<file path="config.mk">
export PLATFORM = sky130hd
export DESIGN_NAME = spi_master_tx_flat
export DESIGN_NICKNAME = d
export VERILOG_FILES = /design/src/rtl/spi_pkg.sv /design/src/rtl/spi_master_tx_if.sv /design/src/rtl/spi_tick_gen.sv /design/src/rtl/spi_master_tx.sv /design/src/flat_wrapper.sv
export SDC_FILE = /design/constraint.sdc
export NUM_CORES = 1
export LEC_CHECK = 0
export ABC_CLOCK_PERIOD_IN_PS = 3500
export CAP_MARGIN = 20
export CORE_UTILIZATION = 55
export CTS_CLUSTER_DIAMETER = 80
export DETAILED_ROUTE_END_ITERATION = 10
export PLACE_DENSITY = 0.78
export SYNTH_ARGS = -nofsm -noshare
export SYNTH_HDL_FRONTEND = slang
export SYNTH_SLANG_ARGS = --single-unit
</file>
<file path="constraint.sdc">
create_clock -name clk -period 3.5 [get_ports clk]
set_clock_uncertainty 0.05 [all_clocks]
set_input_delay 0.875 -clock clk [delete_from_list [all_inputs] [get_ports clk]]
set_output_delay 0.875 -clock clk [all_outputs]
set_load 0.03 [all_outputs]
</file>
<file path="src/rtl/spi_pkg.sv">
// Shared types and default constants for the SPI mode-0 transmit master.
package spi_pkg;

   localparam int unsigned SPI_DATA_W   = 8;
   localparam int unsigned SPI_CLK_DIV  = 4;
   localparam int unsigned SPI_SLOW_DIV = 16;

   typedef enum logic [1:0] {
      IDLE  = 2'd0,
      SETUP = 2'd1,
      XFER  = 2'd2,
      HOLD  = 2'd3
   } spi_state_t;

   // Larger of two divider values, used to size the half-period counter.
   function automatic int unsigned max_div(int unsigned a, int unsigned b);
      return (a > b) ? a : b;
   endfunction

endpackage

</file>
<file path="src/rtl/spi_master_tx_if.sv">
// User-side start/rdy handshake bundle for spi_master_tx.
// The speed signal exists only when SPI_SPEED_SEL_EN is defined.
interface spi_master_tx_if
   import spi_pkg::*;
#(
   parameter int unsigned DATA_W = SPI_DATA_W
);

   logic              start;
   logic [DATA_W-1:0] tx_data;
`ifdef SPI_SPEED_SEL_EN
   logic              speed;
`endif
   logic [DATA_W-1:0] rx_data;
   logic              rdy;
   logic              busy;

`ifdef SPI_SPEED_SEL_EN
   modport master (output start, output tx_data, output speed,
                   input rx_data, input rdy, input busy);
   modport slave  (input start, input tx_data, input speed,
                   output rx_data, output rdy, output busy);
`else
   modport master (output start, output tx_data,
                   input rx_data, input rdy, input busy);
   modport slave  (input start, input tx_data,
                   output rx_data, output rdy, output busy);
`endif

endinterface

</file>
<file path="src/rtl/spi_tick_gen.sv">
// Loadable down-counter: one-cycle tick every div cycles while enabled.
// The count restarts from div whenever enable rises.
module spi_tick_gen #(
   parameter int unsigned CNT_W = 5
) (
   input  logic             clk,
   input  logic             rst,
   input  logic             enable,
   input  logic [CNT_W-1:0] div,
   output logic             tick
);

   logic [CNT_W-1:0] cnt_q, cnt_d, cur;
   logic             en_q;

   // Reload on enable rise, tick at zero, reload after each tick.
   always_comb begin
      cur   = (enable && !en_q) ? (div - CNT_W'(1)) : cnt_q;
      tick  = enable && (cur == '0);
      cnt_d = '0;
      if (enable) begin
         cnt_d = tick ? (div - CNT_W'(1)) : (cur - CNT_W'(1));
      end
   end

   // Counter and enable-edge history.
   always_ff @(posedge clk or negedge rst) begin
      if (!rst) begin
         cnt_q <= '0;
         en_q  <= 1'b0;
      end else begin
         cnt_q <= cnt_d;
         en_q  <= enable;
      end
   end

endmodule

</file>
<file path="src/rtl/spi_master_tx.sv">
// Byte-oriented SPI initiator, mode 0 (CPOL=0, CPHA=0), MSB first.
// Optional macro SPI_SPEED_SEL_EN adds a per-transfer fast/slow rate select.
module spi_master_tx
   import spi_pkg::*;
#(
   parameter int unsigned DATA_W   = SPI_DATA_W,
   parameter int unsigned CLK_DIV  = SPI_CLK_DIV,
   parameter int unsigned SLOW_DIV = SPI_SLOW_DIV
) (
   input  logic                  clk,
   input  logic                  rst,
   spi_master_tx_if.slave        bus,
   output logic                  sclk,
   output logic                  mosi,
   input  logic                  miso,
   output logic                  cs
);

   localparam int unsigned DIV_W = $clog2(max_div(CLK_DIV, SLOW_DIV) + 1);
   localparam int unsigned BIT_W = $clog2(DATA_W) + 1;

   spi_state_t        state_q, state_d;
   logic [DIV_W-1:0]  div_q, div_d, sel_div;
   logic [DATA_W-1:0] tx_sh_q, tx_sh_d;
   logic [DATA_W-1:0] rx_sh_q, rx_sh_d;
   logic [BIT_W-1:0]  bit_cnt_q, bit_cnt_d;
   logic [DATA_W-1:0] rx_data_q, rx_data_d;
   logic              rdy_q, rdy_d;
   logic              busy_q, busy_d;
   logic              sclk_q, sclk_d;
   logic              mosi_q, mosi_d;
   logic              cs_q, cs_d;
   logic              tick;
   logic              rise;

   // Half-period chosen at start acceptance.
`ifdef SPI_SPEED_SEL_EN
   always_comb sel_div = bus.speed ? DIV_W'(CLK_DIV) : DIV_W'(SLOW_DIV);
`else
   always_comb sel_div = DIV_W'(CLK_DIV);
`endif

   spi_tick_gen #(
      .CNT_W (DIV_W)
   ) u_tick_gen (
      .clk    (clk),
      .rst    (rst),
      .enable (state_q != IDLE),
      .div    (div_q),
      .tick   (tick)
   );

   // Transfer sequencing: setup, 2*DATA_W half-periods, hold, release.
   always_comb begin
      state_d   = state_q;
      div_d     = div_q;
      tx_sh_d   = tx_sh_q;
      rx_sh_d   = rx_sh_q;
      bit_cnt_d = bit_cnt_q;
      rx_data_d = rx_data_q;
      rdy_d     = 1'b0;
      busy_d    = busy_q;
      sclk_d    = sclk_q;
      mosi_d    = mosi_q;
      cs_d      = cs_q;
      rise      = 1'b0;
      unique case (state_q)
         IDLE: begin
            if (bus.start) begin
               tx_sh_d   = bus.tx_data;
               rx_sh_d   = '0;
               bit_cnt_d = '0;
               div_d     = sel_div;
               cs_d      = 1'b0;
               mosi_d    = bus.tx_data[DATA_W-1];
               busy_d    = 1'b1;
               state_d   = SETUP;
            end
         end
         SETUP: begin
            if (tick) begin
               rise    = 1'b1;
               state_d = XFER;
            end
         end
         XFER: begin
            if (tick) begin
               if (sclk_q) begin
                  sclk_d = 1'b0;
                  // Last falling edge leaves the LSB on mosi.
                  if (bit_cnt_q != BIT_W'(DATA_W)) begin
                     mosi_d  = tx_sh_q[DATA_W-2];
                     tx_sh_d = tx_sh_q << 1;
                  end
               end else if (bit_cnt_q == BIT_W'(DATA_W)) begin
                  // Trailing low half-period done.
                  state_d = HOLD;
               end else begin
                  rise = 1'b1;
               end
            end
         end
         HOLD: begin
            if (tick) begin
               cs_d      = 1'b1;
               rx_data_d = rx_sh_q;
               rdy_d     = 1'b1;
               busy_d    = 1'b0;
               mosi_d    = 1'b0;
               bit_cnt_d = '0;
               state_d   = IDLE;
            end
         end
         default: state_d = IDLE;
      endcase
      if (rise) begin
         sclk_d    = 1'b1;
         rx_sh_d   = {rx_sh_q[DATA_W-2:0], miso};
         bit_cnt_d = bit_cnt_q + BIT_W'(1);
      end
   end

   // State and registered outputs; reset never publishes partial data.
   always_ff @(posedge clk or negedge rst) begin
      if (!rst) begin
         state_q   <= IDLE;
         div_q     <= '0;
         tx_sh_q   <= '0;
         rx_sh_q   <= '0;
         bit_cnt_q <= '0;
         rx_data_q <= '0;
         rdy_q     <= 1'b0;
         busy_q    <= 1'b0;
         sclk_q    <= 1'b0;
         mosi_q    <= 1'b0;
         cs_q      <= 1'b1;
      end else begin
         state_q   <= state_d;
         div_q     <= div_d;
         tx_sh_q   <= tx_sh_d;
         rx_sh_q   <= rx_sh_d;
         bit_cnt_q <= bit_cnt_d;
         rx_data_q <= rx_data_d;
         rdy_q     <= rdy_d;
         busy_q    <= busy_d;
         sclk_q    <= sclk_d;
         mosi_q    <= mosi_d;
         cs_q      <= cs_d;
      end
   end

   assign bus.rx_data = rx_data_q;
   assign bus.rdy     = rdy_q;
   assign bus.busy    = busy_q;
   assign sclk        = sclk_q;
   assign mosi        = mosi_q;
   assign cs          = cs_q;

endmodule

</file>
<file path="src/flat_wrapper.sv">
// flat-port wrapper written by rule: the top's interface ports become plain ports
module spi_master_tx_flat import spi_pkg::*;
#(
   parameter int unsigned DATA_W   = SPI_DATA_W,
   parameter int unsigned CLK_DIV  = SPI_CLK_DIV,
   parameter int unsigned SLOW_DIV = SPI_SLOW_DIV
)
  (clk, rst, sclk, mosi, miso, cs, bus_start, bus_tx_data, bus_rx_data, bus_rdy, bus_busy);
  spi_master_tx_if #(.DATA_W(DATA_W)) bus_i ();
  input  logic clk;
  input  logic rst;
  output logic sclk;
  output logic mosi;
  input  logic miso;
  output logic cs;
  input wire logic [$bits(bus_i.start)-1:0] bus_start;
  input wire logic [$bits(bus_i.tx_data)-1:0] bus_tx_data;
  output wire logic [$bits(bus_i.rx_data)-1:0] bus_rx_data;
  output wire logic [$bits(bus_i.rdy)-1:0] bus_rdy;
  output wire logic [$bits(bus_i.busy)-1:0] bus_busy;
  assign bus_i.start = bus_start;
  assign bus_i.tx_data = bus_tx_data;
  assign bus_rx_data = bus_i.rx_data;
  assign bus_rdy = bus_i.rdy;
  assign bus_busy = bus_i.busy;
  spi_master_tx #(.DATA_W(DATA_W), .CLK_DIV(CLK_DIV), .SLOW_DIV(SLOW_DIV)) u_core (.clk(clk), .rst(rst), .bus(bus_i), .sclk(sclk), .mosi(mosi), .miso(miso), .cs(cs));
endmodule
</file>
==> results of run 1 <==
-- worst max-delay path: stages, from the launching register on --
cell	delay, ns
dfrtp_1	0.42
inv_1	0.13
ha_1	0.21
nor2_2	0.08
nor2_1	0.21
ha_1	0.21
nor2b_1	0.28
nand3b_4	0.19
nor3_4	0.41
o311a_1	0.26
mux2_4	0.30
-- layout by cell type, fill, tap and decap left out, drive strengths merged, types with 3 or more instances in the layout --
master,count
a21oi,7
a221oi,4
a22o,3
a31oi,4
buf,5
clkbuf,5
clkdlybuf4s50,23
dfrtp,40
ha,10
inv,15
mux2,10
mux2i,3
nand2,29
nand2b,4
nor2,22
nor2b,3
nor3,7
nor4,5
o21ai,15
o22ai,4
-- cell type report --
cell class	instances	area [sq um]
Fill cell	301	1127
Multi-Input combinational cell	154	1046
Sequential cell	41	1027
Timing Repair Buffer	28	265.3
Clock buffer	5	68.82
Clock inverter	3	65.06
Tap cell	48	60.06
Inverter	15	56.30
-- metrics by stage --
stage	utilization	cells	power (mW)
CTS	0.6966	294	0.9505
floorplan	-	218	0.4852
finish	0.6966	294	0.9385
detailed placement	0.6606	286	0.5071
global route	0.6966	294	0.9735
global placement	0.6606	286	0.5069
-- sequential cells by signal, indices dropped and copies added (netlist names) --
signal,count
u_core.state_q,2
u_core.bus.rx_data,8
u_core.bus.rdy,1
u_core.rx_sh_q,8
u_core.u_tick_gen.en_q,1
u_core.bit_cnt_q,4
u_core.div_q,1
u_core.mosi,1
u_core.tx_sh_q,7
u_core.cs,1
u_core.u_tick_gen.cnt_q,5
u_core.sclk,1
u_core.bus.busy,1
-- logic make-up (layout without fill, tap and decap cells) --
| group | Yosys count | count (layout) | share of synthesized area |
|---|---|---|---|
| XOR/XNOR | 1 | 1 | 0.004035 |
| adder cells (fa/ha/maj) | 10 | 10 | 0.05764 |
| multiplexers | 13 | 13 | 0.07320 |
| buffers and inverters | 23 | 51 | 0.04495 |
| AND/OR/NAND/NOR | 80 | 80 | 0.1925 |
| flip-flops | 41 | 41 | 0.4732 |
| AO/OA/AOI/OAI | 50 | 50 | 0.1545 |
-- report_power, final --
part | internal (mW) | switching (mW) | leakage (nW)
clock | 0.283 | 0.158 | 0.0681
combinational | 0.0111 | 0.0115 | 0.680
sequential | 0.474 | 0.000524 | 0.474
total | 0.768 | 0.170 | 1.22
-- routing by layer --
| layer | vias up | global-route usage |
|---|---|---|
| met1 | 785 | 0.3126 |
| met3 | 6 | 0.07042 |
| met4 | 0 | 0.05000 |
| met5 | - | 0 |
| li1 | 820 | - |
| met2 | 38 | 0.3633 |
-- worst max path at each step --
stage / startpoint / endpoint / cells after the start
6_report: u_core.state_q[1]$_DFFE_PN0P_ / u_core.mosi$_DFFE_PN0P_ / 10
5_1_grt: u_core.state_q[1]$_DFFE_PN0P_ / u_core.mosi$_DFFE_PN0P_ / 10
4_1_cts: u_core.state_q[0]$_DFFE_PN0P_ / u_core.mosi$_DFFE_PN0P_ / 10
3_5_place_dp: u_core.state_q[0]$_DFFE_PN0P_ / u_core.mosi$_DFFE_PN0P_ / 10
3_3_place_gp: u_core.state_q[1]$_DFFE_PN0P_ / u_core.mosi$_DFFE_PN0P_ / 10
2_1_floorplan: u_core.state_q[1]$_DFFE_PN0P_ / u_core.mosi$_DFFE_PN0P_ / 10
==> impl_metrics.csv, run 1 <==
group,metric,value,unit
route,wl,4284,um
route,drt_iter0_drc,142,
worst_setup_path,worstSetupStartpointType,"flop",
sta,max_freq,348.0,MHz
worst_setup_path,worstPathRequired,3.63,ns
route,dr.pass1.iters,4,
route,route.top_layer_used,"met4",
placed_design,port_buffers,24,
worst_setup_path,r2r_cells,10,
layout,fin_area,2589,sq um
route,via_per_inst,5.609,
global_routing,antenna_found_initial,0,
sta,drv_slew,0,
sta,setup_viol,0,
die,coreArea,3716,sq um
global_routing,grt_pass1_wl,7279,um
synth,synth_top_cells_by_count,"40 x dfrtp_1, 28 x nand2_1, 20 x nor2_1",
worst_setup_path,rr_endpoint,"u_core.mosi$_DFFE_PN0P_",
die,placementRows,22,
worst_setup_path,r2r_start,"u_core.state_q[1]$_DFFE_PN0P_",
layout,drive_gt1_frac,0.1382,
global_routing,grt_overflow_total,0,
placed_design,place_area,2455,sq um
die,io_pins,25,
placed_design,place_congestion,0.8296,
synth,synth_top_area_frac,0.4611,
worst_hold_path,hold_class,"flop to flop",
worst_setup_path,crit_fanout,8,
sta,period_share,0.8210,
worst_setup_path,reg2reg_slack,0.63,ns
route,ant_nets,0,
synth,yosysSeqAreaShare,0.4732,
cts,cts.clk_slew.worst_paths,0.08,ns
sta,holdWs,0.4180,ns
synth,syn-cell-area,2171,sq um
worst_setup_path,cp-end-kind,"flop",
synth,async_reset_ff_frac,1.000,
cts,clock-sinks,41,
sta,worst_slew_pin_slew,0.8866,ns
die,initial_core_util,0.5842,
cts,cts_tree,"done",
route,drcViolationCount,0,
worst_hold_path,holdPathStages,2,
cts,htreeDepth,2,
die,die_h,64.83,um
route,wl_per_cell,14.57,um
synth,yosysMostFrequentCell,"dfrtp_1",
die,die_w,64.83,um
power_and_ir_drop,vdd_ir_drop_max,0.4059,mV
synth,avgSynthCellArea,9.958,sq um
synth,yosysWarnings,0,
synth,synth_top_cell_by_area,"dfrtp_1",
global_routing,grt_usage,0.2309,
sta,finalWorstSetupSlack,0.6265,ns
worst_setup_path,crit_arrival,3.00,ns
route,met3WireLength,181,um
route,wl_met1,2047,um
cts,cts_resized,0,
route,via_count,1649,
placed_design,dp_hpwl,2974,um
global_routing,grt_pass1_vias,1565,
worst_hold_path,min_from,"u_core.cs$_DFFE_PN1P_",
sta,slew_headroom,0.4089,
cts,ctsHoldBuffers,0,
synth,synth_cells,218,
power_and_ir_drop,powerDensity,362.5,nW/um^2
synth,synth_area_leaders,"dfrtp_1 46%, ha_1 5.8%, nand2_1 4.8%, mux2_2 4.7%, nor2_1 3.5%",
sta,hold_viol,0,
global_routing,grt_max_degree,42,
die,die-area,4202,sq um
cts,cts_buffers,5,
sta,rsz0062_at_grt,"false",
layout,nNetsFinal,267,
layout,syn_to_final_growth,19.25,%
route,wl_met2,2001,um
power_and_ir_drop,p_leak,1.222,nW
synth,syn_nets,240,
sta,tns,0,ns
cts,clockBufferDepth,2,
synth,synth_edf_count,0,
worst_hold_path,hold_end,"u_core.cs$_DFFE_PN1P_",
synth,ys_ff_latch,41,
job,cap_viol_max_count,0,
sta,fin_crit,2.874,ns
cts,cts_setup_buffers,0,
placed_design,pre_cts_ws,0.6680,ns
worst_setup_path,crit_type,"flop to flop",
layout,antenna_cells,0,
synth,ys.flop_type,"dfrtp_1",
cts,worstSkewPairLatency,0.29,ns
run_status,status,"finished clean",
synth,synth_cell_type_count,49,
cts,cts_root_buf,"clkbuf_8",
Note: power is estimated with default switching activity, not from simulation.
==> inputs of run 2 (changes only) <==
- ABC_CLOCK_PERIOD_IN_PS: 3500 -> 2480
- CORE_UTILIZATION: 55 -> 50
- PLACE_DENSITY: 0.78 -> 0.75
- clock period: 3.5 -> 2.48 ns (I/O delays scaled with it)
==> impl_metrics.csv, run 2 (synthesized netlist as in run 1, its figures left out) <==
group,metric,value,unit
layout,drive_gt1_frac,0.1977,
power_and_ir_drop,switching_share,0.2004,
cts,clock-sinks,41,
sta,worst_slew_pin_slew,0.4739,ns
worst_setup_path,critPathLaunch,"u_core.state_q[0]$_DFFE_PN0P_",
worst_setup_path,r2r_cells,8,
placed_design,pre_cts_ws,0.02029,ns
layout,final_cell_mix,"40 x dfrtp_1, 28 x nand2_1, 23 x clkdlybuf4s50_1",
layout,mostFrequentLayoutCell,"dfrtp_1",
placed_design,port_buffers,24,
cts,htreeDepth,2,
die,coreArea,4086,sq um
cts,ctsHoldBuffers,0,
route,wl_met1,2228,um
sta,holdWs,0.2156,ns
power_and_ir_drop,p_leak,1.307,nW
global_routing,grt_pass1_vias,1634,
worst_setup_path,crit_arrival,2.49,ns
worst_setup_path,rr_endpoint,"u_core.mosi$_DFFE_PN0P_",
route,route.top_layer_used,"met4",
worst_setup_path,worstPathRequired,2.61,ns
sta,period_share,0.9509,
worst_setup_path,reg2reg_slack,0.12,ns
worst_setup_path,crit_fanout,8,
route,wl_per_cell,14.56,um
route,ant_nets,0,
global_routing,grt_max_degree,23,
worst_setup_path,crit_type,"flop to flop",
layout,n_fill_cell,327,
die,placementRows,23,
sta,rsz0062_at_grt,"false",
route,via_count,1729,
placed_design,dp_hpwl,3133,um
global_routing,grt_overflow_total,0,
die,io_pins,25,
route,wl,4484,um
worst_setup_path,worstSetupStartpointType,"flop",
power_and_ir_drop,cellInternalPower,1.014,mW
power_and_ir_drop,p_switching,0.2540,mW
cts,cts_tree,"done",
power_and_ir_drop,powerDensity,468.6,nW/um^2
die,die_h,67.89,um
route,met3WireLength,145,um
sta,max_freq,424.1,MHz
cts,worstSkewPairLatency,0.30,ns
layout,syn_to_final_growth,24.61,%
die,initial_core_util,0.5312,
global_routing,grt_usage,0.2164,
job,cap_viol_max_count,0,
worst_hold_path,hold_class,"input port to async pin",
worst_setup_path,cp-end-kind,"flop",
die,die_w,67.89,um
power_and_ir_drop,p_clk_frac,0.444,
run_status,status,"finished clean",
route,wl_met2,2051,um
route,drcViolationCount,0,
cts,cts_buffers,5,
power_and_ir_drop,seqPwrFrac,0.528,
cts,cts.clk_slew.worst_paths,0.08,ns
sta,hold_viol,0,
layout,nNetsFinal,279,
sta,fin_crit,2.358,ns
route,drt_iter0_drc,100,
sta,drv_slew,0,
sta,setup_viol,0,
die,die-area,4609,sq um
power_and_ir_drop,p_comb_frac,0.028,
sta,tns,0,ns
layout,antenna_cells,0,
placed_design,place_congestion,0.8675,
worst_setup_path,r2r_start,"u_core.state_q[0]$_DFFE_PN0P_",
route,via_per_inst,5.614,
sta,slew_headroom,0.6773,
route,dr.pass1.iters,4,
cts,cts_root_buf,"clkbuf_8",
sta,finalWorstSetupSlack,0.1219,ns
cts,clockBufferDepth,2,
power_and_ir_drop,vdd_ir_drop_max,0.3389,mV
global_routing,grt_pass1_wl,7334,um
global_routing,antenna_found_initial,0,
-- run 2: changes by cell type in the layout (fill, tap and decap cells not counted), sizes merged --
cell / before / now
bufinv: 2 / 1
buf: 5 / 17
clkbuf: 5 / 6
clkinv: 1 / 0
clkinvlp: 0 / 1
-- run 2: worst max-delay path by stage --
stage	end	slack [ns]
after detailed placement	u_core.state_q[1]$_DFFE_PN0P_	0.02
after floorplan	u_core.tx_sh_q[4]$_DFFE_PN0P_	0.03
after global routing	u_core.mosi$_DFFE_PN0P_	0.02
after CTS	u_core.tx_sh_q[4]$_DFFE_PN0P_	0.01
after global placement	u_core.state_q[1]$_DFFE_PN0P_	0.13
final	u_core.mosi$_DFFE_PN0P_	0.12
-- run 2: worst max-delay path, stage by stage, from the launching register on --
cell and delay, ns:
dfrtp_1 0.35, inv_1 0.07, ha_2 0.19, nor2_2 0.18, buf_4 0.16, mux2i_4 0.46
nor3_4 0.10, o311a_1 0.38, mux2_4 0.30
-- run 2: routing by layer --
layer | global-route usage | up-vias
li1 | - | 843
met4 | 0.07552 | 0
met5 | 0 | -
met1 | 0.2924 | 851
met3 | 0.05833 | 7
met2 | 0.3342 | 28
-- run 2: layout make-up --
type / count / area [sq um] / area share
clock buffer: 6 / 82.58 / 0.03053
clock inverter: 2 / 37.54 / 0.01388
inverter: 15 / 56.30 / 0.02081
multi-input combinational: 154 / 1082 / 0.4001
sequential: 41 / 1027 / 0.3797
tap: 50 / 62.56 / 0.02313
timing repair buffer: 40 / 356.6 / 0.1318
-- run 2: timing repair --
item | 4_1_cts | 5_1_grt
pin swaps | 0 | 4
endpoints found under the hold margin | 0 | 0
buffers inserted | 0 | 1
cloned | 0 | 1
endpoints found under the setup margin | 3 | 10
gates resized for setup | 2 | 6
-- run 2: power groups by stage --
stage	combinational, mW	clock [mW]	sequential [mW]
after floorplan	0.00211	0	0.683
final	0.0352	0.563	0.669
after CTS	0.0364	0.571	0.669
after detailed placement	0.0358	0	0.683
after global placement	0.0360	0	0.683
after global routing	0.0396	0.605	0.670
-- run 2: through the flow --
stage / cell area [sq um] / total power, mW / utilization / cells
after detailed placement: 2537 / 0.7185 / 0.6209 / 298
after CTS: 2669 / 1.277 / 0.6531 / 306
final: 2705 / 1.268 / 0.6620 / 308
after floorplan: 2176 / 0.6848 / - / 218
after global placement: 2537 / 0.7186 / 0.6209 / 298
after global routing: 2705 / 1.314 / 0.6620 / 308
==> inputs of run 3 (changes only) <==
- CORE_UTILIZATION: 50 -> 40
- PLACE_DENSITY: 0.75 -> not set
==> impl_metrics.csv, run 3 (synthesized netlist as in run 1, its figures left out) <==
group,metric,value,unit
worst_setup_path,crit_type,"flop to flop",
job,cap_viol_max_count,0,
die,coreArea,5172,sq um
cts,clock-sinks,41,
layout,mostFrequentLayoutCell,"dfrtp_1",
cts,worstSkewPairLatency,0.30,ns
die,initial_core_util,0.4197,
cts,htreeDepth,2,
cts,cts_buffers,5,
cts,cts_root_buf,"clkbuf_8",
sta,hold_viol,0,
worst_setup_path,worstPathRequired,2.62,ns
sta,drv_slew,0,
cts,cts_tree,"done",
global_routing,grt_pass1_vias,1510,
worst_setup_path,r2r_cells,11,
route,wl,4437,um
sta,setup_viol,0,
layout,final_cell_mix,"40 x dfrtp_1, 28 x nand2_1, 23 x clkdlybuf4s50_1",
route,via_per_inst,5.042,
route,via_count,1694,
power_and_ir_drop,p_leak,1.302,nW
sta,max_freq,422.2,MHz
route,drt_iter0_drc,62,
cts,cts.clk_slew.worst_paths,0.08,ns
layout,finalNonFillerCells,336,
worst_setup_path,worstSetupStartpointType,"flop",
route,dr.pass1.iters,4,
worst_setup_path,crit_fanout,7,
worst_hold_path,hold_class,"input port to async pin",
worst_setup_path,crit_arrival,2.51,ns
sta,worst_slew_pin_slew,0.5215,ns
sta,fin_crit,2.369,ns
placed_design,dp_hpwl,3046,um
die,io_pins,25,
cts,clockBufferDepth,2,
die,die_h,75.67,um
sta,period_share,0.9551,
placed_design,port_buffers,24,
run_status,status,"finished clean",
global_routing,grt_max_degree,42,
layout,nNetsFinal,287,
sta,slew_headroom,0.6523,
global_routing,antenna_found_initial,0,
global_routing,grt_usage,0.1707,
layout,drive_gt1_frac,0.2180,
global_routing,grt_overflow_total,0,
die,die_w,75.67,um
power_and_ir_drop,vdd_ir_drop_max,0.3084,mV
route,drcViolationCount,0,
die,placementRows,26,
layout,syn_to_final_growth,27.61,%
global_routing,grt_pass1_wl,7113,um
layout,antenna_cells,0,
worst_setup_path,cp-end-kind,"flop",
route,ant_nets,0,
route,wl_per_cell,13.21,um
die,die-area,5726,sq um
placed_design,place_congestion,0.8541,
placed_design,dp.cells,321,
power_and_ir_drop,powerDensity,451.6,nW/um^2
sta,tns,0,ns
[run 3: metal layers]
layer  vias up  track usage  routed length, um
met3         5      0.03571                121
met5         -            0                  0
met4         0      0.08025                 61
met1       813       0.2521               2290
li1        858            -                  -
met2        18       0.2371               1964
[run 3: worst paths after layout]
| path | slack, ns | to | startpoint |
|---|---|---|---|
| worst max-delay path | 0.11 | u_core.mosi$_DFFE_PN0P_ | u_core.state_q[0]$_DFFE_PN0P_ |
| worst min-delay path | 0.32 | u_core.bus.rdy$_DFF_PN0_ | rst |
| worst max register to register | 0.11 | u_core.mosi$_DFFE_PN0P_ | u_core.state_q[0]$_DFFE_PN0P_ |
| worst min register to register | 0.42 | u_core.cs$_DFFE_PN1P_ | u_core.cs$_DFFE_PN1P_ |
| max in group asynchronous | 1.69 | u_core.cs$_DFFE_PN1P_ | rst |
| min in group clk | 0.42 | u_core.cs$_DFFE_PN1P_ | u_core.cs$_DFFE_PN1P_ |
[run 3: through the flow]
step           hold slack [ns]  power (mW)  area (sq um)  setup slack, ns    util
6_report                0.3205       1.251          2770           0.1114  0.5356
5_1_grt                 0.3549       1.300          2770        -0.006839  0.5356
4_1_cts                 0.3383       1.269          2700          0.07466  0.5220
3_5_place_dp            0.4169      0.7187          2585          0.08372  0.4998
3_3_place_gp            0.3976      0.7189          2585           0.1841  0.4998
2_1_floorplan           0.2744      0.6848          2176          0.02575       -
[run 3: worst max-delay path: stages, from the launching register on]
cell and delay [ns]:
dfrtp_1 0.38, inv_1 0.09, ha_2 0.19, nor2_2 0.06, nor2_1 0.13, ha_1 0.19
nor2b_4 0.17, nand3b_4 0.14, buf_4 0.17, nor3_4 0.17, o311a_1 0.23, mux2_4 0.30
[run 3: repair_timing]
item                       in CTS  in global routing
buffers inserted                0                  6
gates resized for setup         0                  4
hold buffers                    0                  0
setup endpoints to repair       0                  7
[run 3: area by class of cell]
cell class / count / area [sq um]
Sequential cell: 41 / 1027
Fill cell: 463 / 2402
Inverter: 15 / 56.30
Clock buffer: 5 / 68.82
Clock inverter: 3 / 46.29
Timing Repair Buffer: 48 / 416.7
Multi-Input combinational cell: 154 / 1067
Tap cell: 70 / 87.58
[run 3: power breakdown]
part | total (mW) | internal (mW) | switching, mW
sequential | 0.669 | 0.669 | 0.000542
combinational | 0.0346 | 0.0176 | 0.0170
clock | 0.547 | 0.301 | 0.246
total | 1.25 | 0.988 | 0.263
